[config.mk]
export PLATFORM = sky130hd
export DESIGN_NAME = conv32b_to_2b_core
export DESIGN_NICKNAME = d
export VERILOG_FILES = /design/src/rtl/conv32b_to_2b_core.sv
export SDC_FILE = /design/constraint.sdc
export NUM_CORES = 1
export LEC_CHECK = 0
export ABC_AREA = 1
export BUFFER_PORTS_ARGS = -buffer_cell sky130_fd_sc_hd__buf_2
export CAP_MARGIN = 20
export CELL_PAD_IN_SITES_DETAIL_PLACEMENT = 0
export CELL_PAD_IN_SITES_GLOBAL_PLACEMENT = 1
export CORE_MARGIN = 5
export CORE_UTILIZATION = 35
export CTS_BUF_LIST = sky130_fd_sc_hd__clkbuf_2 sky130_fd_sc_hd__clkbuf_4 sky130_fd_sc_hd__clkbuf_8
export CTS_CLUSTER_SIZE = 14
export DETAILED_ROUTE_END_ITERATION = 7
export PLACE_DENSITY_LB_ADDON = 0.1
export SLEW_MARGIN = 20
export SYNTH_ARGS = -nofsm -noshare
export SYNTH_HDL_FRONTEND = slang
export SYNTH_SLANG_ARGS = --single-unit
[constraint.sdc]
create_clock -name axis_data_clk -period 2.35 [get_ports axis_data_clk]
set_input_delay 0.235 -clock axis_data_clk [delete_from_list [all_inputs] [get_ports axis_data_clk]]
set_output_delay 0.235 -clock axis_data_clk [all_outputs]
set_load 0.05 [all_outputs]
[src/rtl/conv32b_to_2b_core.sv]
// conv32Bto2B user core: 32-bit words out as 16 two-bit symbol items.
// Define CONV2B_QPSK_MAP_EN to emit QPSK I/Q pairs instead of raw symbols.
module conv32b_to_2b_core #(
  parameter int unsigned       OUT_PKT_ITEMS = 256,
  parameter logic signed [15:0] QPSK_AMP     = 16'sd11585
) (
  input  logic        axis_data_clk,
  input  logic        axis_data_rst,
  input  logic        s_ctrlport_req_wr,
  input  logic        s_ctrlport_req_rd,
  input  logic [19:0] s_ctrlport_req_addr,
  input  logic [31:0] s_ctrlport_req_data,
  output logic        s_ctrlport_resp_ack,
  output logic [31:0] s_ctrlport_resp_data,
  input  logic [31:0] s_in_axis_tdata,
  input  logic        s_in_axis_tkeep,
  input  logic        s_in_axis_tlast,
  input  logic        s_in_axis_tvalid,
  output logic        s_in_axis_tready,
  input  logic [63:0] s_in_axis_ttimestamp,
  input  logic        s_in_axis_thas_time,
  input  logic [15:0] s_in_axis_tlength,
  input  logic        s_in_axis_teov,
  input  logic        s_in_axis_teob,
  output logic [31:0] m_out_axis_tdata,
  output logic        m_out_axis_tkeep,
  output logic        m_out_axis_tlast,
  output logic        m_out_axis_tvalid,
  input  logic        m_out_axis_tready,
  output logic [63:0] m_out_axis_ttimestamp,
  output logic        m_out_axis_thas_time,
  output logic        m_out_axis_teov,
  output logic        m_out_axis_teob
);

  localparam logic [15:0] PKT_M1 = 16'(OUT_PKT_ITEMS - 1);
  localparam logic [31:0] PKT_W  = 32'(OUT_PKT_ITEMS);
  localparam logic [19:0] A_CTRL = 20'h00;
  localparam logic [19:0] A_SCNT = 20'h04;
  localparam logic [19:0] A_PKT  = 20'h08;

  logic        vld_q;
  logic [31:0] word_q;
  logic [3:0]  sidx_q;
  logic        last_q;
  logic        msb_q;
  logic        ht_q;
  logic        eov_q;
  logic        eob_q;
  logic [63:0] ts_q;
  logic [15:0] ocnt_q;
  logic        first_q;
  logic        ctrl_q;
  logic [31:0] scnt_q;
  logic        ack_q;
  logic [31:0] rdata_q;

  logic        hs;
  logic        fin;
  logic        tlast_c;
  logic        acc;
  logic        eoseg;
  logic [16:0] rem_end;
  logic [1:0]  sym;
  logic [31:0] data_c;
  logic [31:0] rdata_d;

  logic unused_ok;
  assign unused_ok = ^{s_in_axis_tkeep, s_in_axis_tlength,
                       s_ctrlport_req_data[31:1]};

  assign hs      = vld_q & m_out_axis_tready;
  assign fin     = (sidx_q == 4'hF);
  assign tlast_c = (fin & last_q) | (ocnt_q == PKT_M1);
  assign acc     = s_in_axis_tvalid & s_in_axis_tready;

  // The rest of this word fits in the current packet, so it closes the input packet.
  assign rem_end = {1'b0, ocnt_q} + {13'b0, ~sidx_q};
  assign eoseg   = last_q & (rem_end <= {1'b0, PKT_M1});

  always_comb begin
    sym = 2'b00;
    if (msb_q) sym = word_q[(5'd30 - {sidx_q, 1'b0}) +: 2];
    else       sym = word_q[{sidx_q, 1'b0} +: 2];
  end

`ifdef CONV2B_QPSK_MAP_EN
  localparam logic [15:0] AMP_P = QPSK_AMP;
  localparam logic [15:0] AMP_N = 16'(-QPSK_AMP);
  assign data_c = {sym[1] ? AMP_N : AMP_P, sym[0] ? AMP_N : AMP_P};
`else
  assign data_c = {30'b0, sym};
`endif

  assign s_in_axis_tready      = ~vld_q | (hs & fin);
  assign m_out_axis_tvalid     = vld_q;
  assign m_out_axis_tdata      = vld_q ? data_c : 32'h0;
  assign m_out_axis_tkeep      = 1'b1;
  assign m_out_axis_tlast      = vld_q & tlast_c;
  assign m_out_axis_ttimestamp = ts_q;
  assign m_out_axis_thas_time  = vld_q & first_q & ht_q;
  assign m_out_axis_teov       = vld_q & eoseg & eov_q;
  assign m_out_axis_teob       = vld_q & eoseg & eob_q;
  assign s_ctrlport_resp_ack   = ack_q;
  assign s_ctrlport_resp_data  = rdata_q;

  always_ff @(posedge axis_data_clk) begin
    if (axis_data_rst) begin
      vld_q   <= 1'b0;
      word_q  <= '0;
      sidx_q  <= '0;
      last_q  <= 1'b0;
      msb_q   <= 1'b0;
      ht_q    <= 1'b0;
      eov_q   <= 1'b0;
      eob_q   <= 1'b0;
      ts_q    <= '0;
      ocnt_q  <= '0;
      first_q <= 1'b1;
    end else begin
      if (hs) begin
        sidx_q <= sidx_q + 4'd1;
        if (tlast_c) begin
          ocnt_q  <= '0;
          first_q <= fin & last_q;
        end else begin
          ocnt_q <= ocnt_q + 16'd1;
        end
      end
      if (acc) begin
        vld_q  <= 1'b1;
        word_q <= s_in_axis_tdata;
        last_q <= s_in_axis_tlast;
        msb_q  <= ctrl_q;
        ht_q   <= s_in_axis_thas_time;
        ts_q   <= s_in_axis_ttimestamp;
        eov_q  <= s_in_axis_teov;
        eob_q  <= s_in_axis_teob;
      end else if (hs & fin) begin
        vld_q <= 1'b0;
      end
    end
  end

  always_comb begin
    rdata_d = 32'h0;
    unique case (1'b1)
      s_ctrlport_req_addr == A_CTRL: rdata_d = {31'b0, ctrl_q};
      s_ctrlport_req_addr == A_SCNT: rdata_d = scnt_q;
      s_ctrlport_req_addr == A_PKT:  rdata_d = PKT_W;
      default:                       rdata_d = 32'h0;
    endcase
  end

  always_ff @(posedge axis_data_clk) begin
    if (axis_data_rst) begin
      ctrl_q  <= 1'b1;
      scnt_q  <= '0;
      ack_q   <= 1'b0;
      rdata_q <= '0;
    end else begin
      ack_q   <= s_ctrlport_req_wr | s_ctrlport_req_rd;
      rdata_q <= s_ctrlport_req_rd ? rdata_d : 32'h0;
      if (s_ctrlport_req_wr && s_ctrlport_req_addr == A_CTRL)
        ctrl_q <= s_ctrlport_req_data[0];
      // A clear write wins over a same-cycle handshake.
      if (s_ctrlport_req_wr && s_ctrlport_req_addr == A_SCNT)
        scnt_q <= '0;
      else if (hs)
        scnt_q <= scnt_q + 32'd1;
    end
  end

endmodule

After elaboration in Yosys (flattened, before gate mapping):

Index checks and enable logic that the tools add are counted.

* output and inout port bits: 136
* register bits after elaboration: 189
* logic and storage cells: 57
* input port bits: 175

* bitwise logic cells: 17
* equality and inequality tests: 4
* reduce and logical (&&, ||, !) cells: 7
* $lt $le $gt $ge: 1
* shift-type cells: 2
* muxes and demuxes: 6
* $add $sub $neg: 5

Operators by type and width (number)
* $pmux W32 S3: 1
* $shiftx A32 B6 Y2: 2
* $add A32 B1 Y32 const B: 1
* $eq A20 B3 Y1 const B: 1
* $eq A20 B4 Y1 const B: 1
* $logic_not A20 Y1: 1
* $add A16 B4 Y17: 1
* $le A17 B8 Y1 const B: 1
* $add A16 B1 Y16 const B: 1
* $eq A16 B8 Y1 const B: 1
* $mux W16: 1
* $and A1 B1 Y1: 11
* $sub A5 B5 Y5 const A: 1
* $add A4 B1 Y4 const B: 1
* $eq A4 B4 Y1 const B: 1
* $mux W2: 2
* $not A4 Y4: 1
* $reduce_or A2 Y1: 2
* $or A1 B1 Y1: 3
* $logic_and A1 B1 Y1: 2
* $mux W1: 2
* $not A1 Y1: 2
* $reduce_and A2 Y1: 1
* $reduce_bool A2 Y1: 1

Logic depth before layout (Yosys ltp):

Gate-level depths: netlist (run 1).

* word-level depth: 6
* gate-level depth with buffers: 14
* mapped depth without buffers: 14

Least setup slack after synthesis (run 1):

No wires, ideal clock.

* path type: register to output
* start point: register sidx_q[0]
* end point: output m_out_axis_teob
* path buffers: 0
* path slack: -0.218 ns
* data required time: 2.115 ns
* stages on the path, launching flop included: 14
* arrival time: 2.333 ns
* cell sequence: dfxtp_1 -> inv_1 -> ha_1 -> inv_1 -> fa_1 -> inv_1 -> nand3_1 -> nand2_1 -> nand2_1 -> a21oi_1 -> nand3_1 -> nor2_1 -> nand4_1 -> nor2_1

* longest elaborated chain between the ends: 6

Ends and longest elaborated chain
* start, declared: RTL line 44 `logic [3:0] sidx_q;`
* start signal, assigned: RTL line 122 `sidx_q <= sidx_q + 4'd1;`
* $not A4 Y4: RTL line 78 `assign rem_end = {1'b0, ocnt_q} + {13'b0, ~sidx_q};`
* $add A16 B4 Y17: RTL line 78
* $le A17 B8 Y1: RTL line 79 `assign eoseg = last_q & (rem_end <= {1'b0, PKT_M1});`
* $and A1 B1 Y1: RTL line 79
* $and A1 B1 Y1 (2 in a row): RTL line 103 `assign m_out_axis_teob = vld_q & eoseg & eob_q;`
* end, declared: RTL line 33 `output logic m_out_axis_teob`

No other way between the ends.

Worst setup path in the final report (run 1):

Same ends and word-level chain as after synthesis.

==> run metrics, run 1 <==
GRT Resource Usage Total a little under a fifth; CTS max path bufs 2; post-synthesis register bit count 189; CTS Root Cell clkbuf_8; Fillers 2,499; global placement routability congestion approximately 0.79; Remaining DRCs 0; Final min period 2.660 ns; DRT antenna net count 0; area leader, netlist dfxtp_1; clock latency on the worst-skew pair ~0.48 ns; area growth from synthesis to layout 32.03%; WHS 0.02322 ns; Post-Layout Inst Area 11,040 um2; depth of the CTS H-tree 4; run status finished with violations; share of the synthesized area in the top cell type 45.26%; Starting Density 35.62%; Final setup viols 2; initial antenna violation count 1; ranking of synthesized cells by area dfxtp_1 45%, nor2_1 13%, nand2_1 8.9%, o21ai_0 6.0%, nand3_1 3.6%; Max VDD drop 0.0002848 V; Core Region 23,470 um2; Routed WL per cell around 14 um; dpl cell area 9828 um2; via count between 8k and 9k; setup tns final -0.6186 ns; CP required 2.12 ns; grt met2 use between 30% and 40%; vias in the first global route 8,072; max_cap viols 0; worst-margin pin slew around 0.51 ns; synthesized area 8361 um2; share of cells above drive strength 1 between 20% and 30%; dpl ws -0.08423 ns; TritonCTS sink count 189; PortBufs around 230; Synth Flop Type dfxtp_1; Routed WL 26,120 um; Final Cycle Share 113.2%; DP HPWL 18,750 um; sequential-to-total area share from yosys stat 45.26%; Max FO, Critical Path 4; RSZ-0062 raised after global routing true; initial DRC count 447; Ports 311; die area 27,080 um2; Die Ht 164.6 um; Hold Crit Class input port to flop; Yosys warning total 0; DR vias/cell 4.556; CTS tree done; Die Width 164.6 um; Setup WS post-layout -0.3096 ns; Clock Pin Slew Worst Setup and Hold Paths 0.10 ns; nets 1,658; pin count of the biggest net entering global routing 60; first-pass GRT wire length 41,390 um; GR peak layer met2; total congestion overflow 0; global-route met3 utilization about 4.9%; static leakage ~4.8 nW; Rows 56; PD cells 626.1 nW/um2; crit end category output port; crit path kind flop to output port; placed instance count 1,707; syn avg cell area 7.085 um2; Yosys cell types 39; grt met1 use 24.71%; Worst slew margin 65.86%; cells after synthesis 1,180; worst clock skew about 0.018 ns; FMAX approximately 0.38 GHz; CP arrival between 2 and 2.5 ns; number of synthesized flops with an enable pin 0; final cell count without fillers 1,808; failing checks negative setup slack; CTS Buf Count 17; Pins Over Slew Limit 0; final-report hold violation count 0; Post-synth ARST share 0%; first drt pass iteration count 4; CP Launch Type flop
## state kept, by name (all words and copies together), names as in the netlist
signal,count
m_out_axis_tvalid,1
s_ctrlport_resp_data,32
eob_q,1
ctrl_q,1
first_q,1
ocnt_q,16
eov_q,1
sidx_q,4
m_out_axis_ttimestamp,64
scnt_q,32
msb_q,1
word_q,32
last_q,1
s_ctrlport_resp_ack,1
ht_q,1
## worst paths after layout
kind                            cells past startpoint  slack [ns]                   endpoint                      from
worst max-delay path                               15       -0.31            m_out_axis_teob                 sidx_q[0]
worst max register to register                     10        0.35  m_out_axis_ttimestamp[49]                 sidx_q[1]
worst min register to register                      2        0.47                 scnt_q[30]                scnt_q[30]
worst min-delay path                                3        0.02  m_out_axis_ttimestamp[57]  s_in_axis_ttimestamp[57]
## power by group
group          switching (W)  internal [W]
clock                0.00130      0.000803
combinational       0.000937      0.000429
sequential         0.0000852       0.00336
total                0.00232       0.00459
## worst max-delay path, cell delays in order (launching register included)
cell	delay [ns]
dfxtp_2	0.34
inv_2	0.05
ha_4	0.15
inv_2	0.05
fa_2	0.19
inv_2	0.04
nand3_2	0.05
nand2_2	0.08
buf_4	0.13
buf_4	0.13
nand4_1	0.07
nand3_1	0.09
nor2_2	0.13
nand4_1	0.16
nor2_2	0.13
buf_6	0.16
## layout by cell type (no fill, tap or decap), drive strengths merged, types with 5 or more instances in the layout
master / count
inv: 91
dfxtp: 189
buf: 265
dlygate4sd3: 61
nand4: 10
o21ai: 111
nand2: 206
conb: 31
nor3: 52
xnor2: 6
xor2: 22
nor2: 299
clkbuf: 18
a21oi: 35
nand3: 61
clkinv: 5
ha: 7
## cells in the mapped netlist, types with 2 or more instances
master    number
a21oi_1       35
a31oi_1        3
and3_1         2
buf_1          4
buf_2         17
buf_4         35
clkbuf_1      25
clkinv_1       2
conb_1         2
dfxtp_1      189
ha_1           7
inv_1         76
inv_2          5
nand2_1      198
nand2_2        6
nand3_1       60
nand3b_1       2
nand4_1        9
nor2_1       293
nor2_2         4
nor2_4         2
nor3_1        49
nor3_2         2
nor4_1         2
o21ai_0      100
o21ai_1       11
or2_2          3
xnor2_1        5
xor2_1        22
## what timing repair did
item / in CTS / in global routing
setup buffers: 5 / 1
pin swaps: 10 / 10
hold buffers: 58 / 3
endpoints found under the setup margin: 5 / 5
hold endpoints to repair: 58 / 3
gates cloned: 0 / 2
resized for setup: 27 / 23
## through the flow
step	utilization [%]	total power, W
after detailed placement	41.87	0.004751
after global routing	47.01	0.007268
final	47.03	0.006911
after global placement	41.87	0.004740
after floorplan	-	0.004423
after CTS	46.47	0.006978
## routing by layer
metal  up-vias  share of wire (%)
li1       4286                  -
met1      3761                 46
met2       170                 47
met3        18                5.1
met4         2               0.98
met5         -              0.077
## cell type report
class | instances | area [um2] | area share (%)
clock buffers | 18 | 247.7 | 2.244
diodes | 1 | 2.502 | 0.02267
multi-input cells | 858 | 4080 | 36.96
inverters | 83 | 311.5 | 2.822
well taps | 319 | 399.1 | 3.616
flip-flops and latches | 189 | 3792 | 34.36
repair buffers | 326 | 2083 | 18.87
clock inverters | 14 | 121.4 | 1.100
## cell families (layout without fill, tap and decap cells)
family                   count (synthesis)  in the layout  share of synthesized area (%)
AO/OA/AOI/OAI                          152            152                          9.249
AND/OR/NAND/NOR                        637            639                          31.91
other                                    2             32                        0.08983
buffers and inverters                  164            441                          9.189
flip-flops                             189            189                          45.26
adder cells (fa/ha/maj)                  8              8                          1.287
XOR/XNOR                                28             28                          3.023
(Power assumes the default switching activity.)
==> run 2: changes to the inputs <==
--- a/config.mk
+++ b/config.mk
@@ -11,8 +11,7 @@
 export CELL_PAD_IN_SITES_DETAIL_PLACEMENT = 0
 export CELL_PAD_IN_SITES_GLOBAL_PLACEMENT = 1
 export CORE_MARGIN = 5
-export CORE_UTILIZATION = 35
-export CTS_BUF_LIST = sky130_fd_sc_hd__clkbuf_2 sky130_fd_sc_hd__clkbuf_4 sky130_fd_sc_hd__clkbuf_8
+export CORE_UTILIZATION = 34
 export CTS_CLUSTER_SIZE = 14
 export DETAILED_ROUTE_END_ITERATION = 7
 export PLACE_DENSITY_LB_ADDON = 0.1
==> run 2 against run 1 <==
Compared with the run above: the run still ends with negative setup slack left; first-iteration DRC count shrank 15%; design area is 3.6% lower; setup slack better by 0.027 ns; clock-buffer cell count did not move; global-route usage shrank 1.1 points; fmax is 1.0% higher; sequential cell count unchanged; via count shrank 3.2%; critical path depth shrank 1; utilization decreased by 3.1 points; non-clock buffer count is 57 lower; cell count is 3.0% lower; critical path type unchanged; critical endpoint unchanged; largest cell class unchanged; highest routed layer unchanged.
==> run metrics, run 2 (same netlist as run 1, synthesis figures left out) <==
CTS max path bufs 2 (unchanged); first drt pass iteration count 4 (unchanged); Setup WS post-layout -0.2823 ns (+0.02731 ns); static leakage 4.642 nW (-3.1%); failing checks negative setup slack; Routed WL 25,850 um (-1.1%); Clock Pin Slew Worst Setup and Hold Paths 0.08 ns (-0.02 ns); global placement routability congestion 0.8087 (+2.1%); Max FO, Critical Path 5 (+1); TritonCTS sink count 189 (unchanged); CTS tree done; via count 7,972 (-3.2%); CP Launch Type flop; total congestion overflow 0 (unchanged); Power, Total 0.007651 W (+11%); pin count of the biggest net entering global routing 99 (+65%); WHS 0.02509 ns (+0.001870 ns); GRT Resource Usage Total 18.02% (-1.1 points); Fillers 2,645 (+5.8%); Core Region 24,250 um2 (+3.3%); depth of the CTS H-tree 4 (unchanged); final-report hold violation count 0 (unchanged); Die Width 166.8 um (+1.4%); DR vias/cell 4.545 (-0.24%); Post-Layout Inst Area 10,640 um2 (-3.6%); FMAX 0.3799 GHz (+1.0%); grt met1 use 23.14% (-1.6 points); Final Cycle Share 112.0% (-1.2 points); crit end category output port; Final min period 2.632 ns (-0.02731 ns); DRT antenna net count 0 (unchanged); crit path kind flop to output port; initial antenna violation count 1 (unchanged); GR peak layer met2; die area 27,830 um2 (+2.8%); CTS Buf Count 17 (unchanged); Pins Over Slew Limit 0 (unchanged); area of the multi-input gates 4046 um2 (-0.83%); vias in the first global route 7,680 (-4.9%); PD cells 719.0 nW/um2 (+15%); global-route met3 utilization 4.977% (+0.061 points); area growth from synthesis to layout 27.27%; CTS Root Cell clkbuf_16; Final setup viols 2 (unchanged); commonest non-fill, non-tap cell in the layout nor2_1; run status finished with violations; CP required 2.12 ns (about the same); Storage cell area 3789 um2 (about the same); setup tns final -0.5634 ns (+0.05522 ns); grt met2 use 30.79% (-1.8 points); Remaining DRCs 0 (unchanged); Starting Density 34.48% (-1.1 points); PortBufs 231 (unchanged); RSZ-0062 raised after global routing true; Largest register FFs 64 (unchanged); most frequent cells in the layout 290 x nor2_1, 226 x buf_2, 189 x nand2_1; CP arrival 2.40 ns (-0.02 ns); nets 1,600 (-3.5%); Routed WL per cell 14.74 um (+2.0%); share of cells above drive strength 1 25.05% (+0.86 points); placed instance count 1,711 (+0.23%); final cell count without fillers 1,754 (-3.0%); max_cap viols 0 (unchanged); dpl cell area 9839 um2 (+0.11%); DP HPWL 18,640 um (-0.60%); Hold-fix buffers, CTS 0 (-100%); initial DRC count 379 (-15%); Hold Crit Class input port to flop; Rows 57 (+1.8%); first-pass GRT wire length 40,880 um (-1.2%); worst clock skew 0.02565 ns (+0.007824 ns); clock latency on the worst-skew pair 0.45 ns (-0.03 ns); Max VDD drop 0.0004153 V (+46%); Die Ht 166.8 um (+1.4%); Ports 311 (unchanged)
run 2: cell types whose count changed in the layout (fill, tap and decap cells not counted), moves of 2 or more:
cell,before,now
nand2_8,2,0
buf_4,33,37
clkbuf_16,0,17
inv_2,12,10
inv_1,70,72
dlygate4sd3_1,61,0
clkinv_2,2,0
clkbuf_8,18,0
run 2: critical path, cell delays in order, from the launching register on:
cell and delay [ns]:
dfxtp_2 0.32, inv_2 0.07, ha_4 0.13, inv_2 0.03, fa_2 0.33, inv_2 0.07, nand3_2 0.08, nand2_4 0.10
nand2_2 0.05, a21oi_2 0.13, nand3_2 0.08, nor2_2 0.10, nand4_1 0.16, nor2_2 0.14, buf_6 0.17
run 2: timing repair:
| item | in CTS | in global routing |
|---|---|---|
| pin swaps | 9 | 10 |
| endpoints found under the setup margin | 4 | 5 |
| resized for setup | 21 | 20 |
| cloned | 0 | 1 |
| buffers inserted | 3 | 7 |
| hold endpoints to repair | 0 | 0 |
run 2: area by class of cell:
type / count / share of cell area [%]
clock inverters: 13 / 1.364
inverters: 83 / 2.928
diodes: 1 / 0.02352
flip-flops and latches: 189 / 35.61
multi-input cells: 857 / 38.03
clock buffers: 18 / 4.033
well taps: 324 / 3.810
repair buffers: 269 / 14.21
run 2: per-layer routing:
layer  wire [um]  share of wire (%)
met1       11880                 46
met2       12450                 48
met3        1290                5.0
met4         202               0.78
met5          20              0.077
run 2: power breakdown:
part           switching [W]  internal (W)
Sequential         0.0000796       0.00335
Clock                0.00142       0.00151
Combinational       0.000922      0.000367
Total                0.00242       0.00523
run 2: final timing paths:
check	start	endpoint	slack [ns]	depth (start not counted)
max reg2reg	sidx_q[1]	word_q[28]	0.36	11
max	sidx_q[0]	m_out_axis_teob	-0.28	14
min reg2reg	scnt_q[29]	scnt_q[29]	0.47	2
min	s_in_axis_ttimestamp[41]	m_out_axis_ttimestamp[41]	0.03	3
run 2: metrics by stage:
step | worst slack [ns] | utilization (%)
after floorplan | -0.03398 | -
after global placement | -0.09728 | 40.58
after detailed placement | -0.08870 | 40.58
after CTS | -0.4079 | 43.30
after global routing | -0.4518 | 43.87
final | -0.2823 | 43.88
==> run 3: changes to the inputs <==
--- a/config.mk
+++ b/config.mk
@@ -6,14 +6,14 @@
 export NUM_CORES = 1
 export LEC_CHECK = 0
 export ABC_AREA = 1
-export BUFFER_PORTS_ARGS = -buffer_cell sky130_fd_sc_hd__buf_2
 export CAP_MARGIN = 20
 export CELL_PAD_IN_SITES_DETAIL_PLACEMENT = 0
 export CELL_PAD_IN_SITES_GLOBAL_PLACEMENT = 1
 export CORE_MARGIN = 5
-export CORE_UTILIZATION = 34
+export CORE_UTILIZATION = 44
 export CTS_CLUSTER_SIZE = 14
 export DETAILED_ROUTE_END_ITERATION = 7
+export DONT_BUFFER_PORTS = 1
 export PLACE_DENSITY_LB_ADDON = 0.1
 export SLEW_MARGIN = 20
 export SYNTH_ARGS = -nofsm -noshare
==> run 3 against run 2 <==
Compared with the run above: the flow still finishes with violations (negative setup slack); sequential power grew 10%; sequential share of layout area up 1.1 points; clock skew fell by 0.013 ns; fmax is 1.7% higher; via count decreased by 4.8%; critical endpoint unchanged; clock power about the same; utilization grew 11 points; total power down 0.90%; critical path type unchanged.
==> run metrics, run 3 (same netlist as run 1, synthesis figures left out) <==
TritonCTS sink count 189 (unchanged); Die Ht 147.8 um (-11%); total congestion overflow 0 (unchanged); clock network power share 38.5% (+0.2 points); CP arrival 2.35 ns (-0.05 ns); global placement routability congestion 0.8007 (-0.99%); RSZ-0062 raised after global routing true; Final min period 2.588 ns (-0.04450 ns); final cell count without fillers 1,523 (-13%); Final Cycle Share 110.1% (-1.9 points); Final setup viols 2 (unchanged); vias in the first global route 7,322 (-4.7%); initial DRC count 411 (+8.4%); PortBufs 0 (-100%); CP required 2.12 ns (about the same); CP cell instances inv_2 -> ha_4 -> inv_2 -> fa_2 -> inv_2 -> nand3_2 -> nand2_4 -> nand2_2 -> a21oi_2 -> nand3_1 -> nor2_2 -> nand4_1 -> nor2_2 -> buf_12; CP Launch Type flop; share of cells above drive strength 1 10.97% (-14 points); initial antenna violation count 4 (+3); cell-internal power 0.005132 W (-1.9%); most frequent cells in the layout 289 x nor2_1, 186 x nand2_1, 183 x dfxtp_1; CTS max path bufs 2 (unchanged); Max FO, Critical Path 4 (-1); Routed WL 24,420 um (-5.5%); Clock Pin Slew Worst Setup and Hold Paths 0.08 ns (about the same); Power, Total 0.007582 W (-0.90%); max_cap viols 0 (unchanged); first-pass GRT wire length 38,540 um (-5.7%); Crit path max-delay family simple AND/OR/NAND/NOR gates; Remaining DRCs 0 (unchanged); CP max stage delay 0.33 ns (about the same); Worst slew margin 60.94%; Core Region 18,710 um2 (-23%); GRT Resource Usage Total 21.86% (+3.8 points); crit end category output port; DP HPWL 17,310 um (-7.1%); Seq pwr share 50.0% (+5.1 points); Switching Share 32.31% (+0.69 points); Max VDD drop 0.0004725 V (+14%); Die Width 147.8 um (-11%); FMAX 0.3864 GHz (+1.7%); Pins Over Slew Limit 0 (unchanged); sw power 0.002450 W (+1.3%); worst clock skew 0.01263 ns (-0.01302 ns); static leakage 3.964 nW (-15%); most used cell, CP inv_2; Largest register FFs 64 (unchanged); PD cells 733.0 nW/um2 (+1.9%); CP max-delay cell dfxtp_2; Hold Crit Class input port to flop; Starting Density 44.70% (+10 points); CTS Buf Count 17 (unchanged); Buf+Inv Stages, Crit Path 4 (unchanged); crit path kind flop to output port; nets 1,455 (-9.1%); via count 7,587 (-4.8%); Setup WS post-layout -0.2378 ns (+0.04450 ns); placed instance count 1,394 (-19%); setup tns final -0.4738 ns (+0.08956 ns); first drt pass iteration count 5 (+1); CTS Root Cell clkbuf_16; clock latency on the worst-skew pair 0.43 ns (-0.02 ns); Fillers 1,802 (-32%); failing checks negative setup slack; DR vias/cell 4.982 (+9.6%); area growth from synthesis to layout 23.72%; commonest non-fill, non-tap cell in the layout nor2_1; pin count of the biggest net entering global routing 99 (unchanged); Core Util, Final 55.30% (+11 points); depth of the CTS H-tree 4 (unchanged); Ports 311 (unchanged); run status finished with violations; die area 21,860 um2 (-21%); Rows 50 (-12%); CTS tree done; Routed WL per cell 16.03 um (+8.8%); DRT antenna net count 0 (unchanged); worst-margin pin slew a little under 0.6 ns; Logic pwr share 11.5% (-5.3 points); final-report hold violation count 0 (unchanged)
[run 3: changes by cell type in the layout (fill, tap and decap cells not counted), moves of 4 or more]
cell | before | now
inv_6 | 5 | 1
buf_2 | 226 | 0
dlygate4sd3_1 | 0 | 87
buf_4 | 37 | 29
clkinv_8 | 0 | 5
[run 3: worst paths after layout]
check | startpoint | endpoint | slack, ns | cells past startpoint
max | sidx_q[0] | m_out_axis_teob | -0.24 | 14
min | s_in_axis_ttimestamp[11] | m_out_axis_ttimestamp[11] | 0.01 | 2
max reg2reg | sidx_q[1] | m_out_axis_ttimestamp[23] | 0.31 | 11
min reg2reg | scnt_q[29] | scnt_q[29] | 0.47 | 2
[run 3: worst register-to-register path: stages, from the launching register on]
cell	delay, ns
dfxtp_4	0.36
buf_6	0.12
ha_1	0.17
inv_1	0.06
nor3_2	0.17
nand2_1	0.09
nand2_2	0.08
nand2_2	0.08
buf_4	0.22
buf_4	0.22
o21ai_0	0.28
nor2_1	0.08
[run 3: cell type report]
class	instances	area, um2	share of cell area, %
multi-input cells	858	4114	39.77
inverters	83	311.5	3.012
flip-flops and latches	189	3799	36.72
clock inverters	15	188.9	1.827
clock buffers	17	425.4	4.113
repair buffers	123	1202	11.62
well taps	234	292.8	2.831
diodes	4	10.01	0.09677
[run 3: through the flow]
stage | hold WS, ns | area [um2] | setup WS (ns)
finish | 0.01082 | 10340 | -0.2378
global route | 0.005121 | 10340 | -0.3770
CTS | 0.0005748 | 10160 | -0.3725
detailed placement | 0.3099 | 8601 | -0.001972
global placement | 0.3073 | 8601 | 0.02113
floorplan | 0.3508 | 8474 | -0.03398
[run 3: what timing repair did]
| action | in CTS | in global routing |
|---|---|---|
| gates resized for setup | 18 | 38 |
| setup endpoints to repair | 4 | 5 |
| pin swaps | 10 | 18 |
| hold buffers | 86 | 1 |
| hold endpoints to repair | 90 | 1 |
| gates cloned | 0 | 2 |
| buffers inserted | 4 | 1 |
[run 3: power groups by stage]
| stage | Clock (W) | Sequential [W] | Combinational (W) |
|---|---|---|---|
| floorplan | 0 | 0.00383 | 0.000595 |
| global placement | 0 | 0.00387 | 0.000690 |
| detailed placement | 0 | 0.00387 | 0.000694 |
| CTS | 0.00301 | 0.00380 | 0.000839 |
| global route | 0.00316 | 0.00381 | 0.000968 |
| finish | 0.00292 | 0.00379 | 0.000872 |
[run 3: metal layers]
| metal | share of wire (%) | global-route usage (%) | wire (um) |
|---|---|---|---|
| met1 | 45 | 28.54 | 11010 |
| met2 | 47 | 35.67 | 11420 |
| met3 | 6.8 | 7.051 | 1661 |
| met4 | 1.3 | 4.711 | 329 |
| met5 | 0 | 0 | 0 |
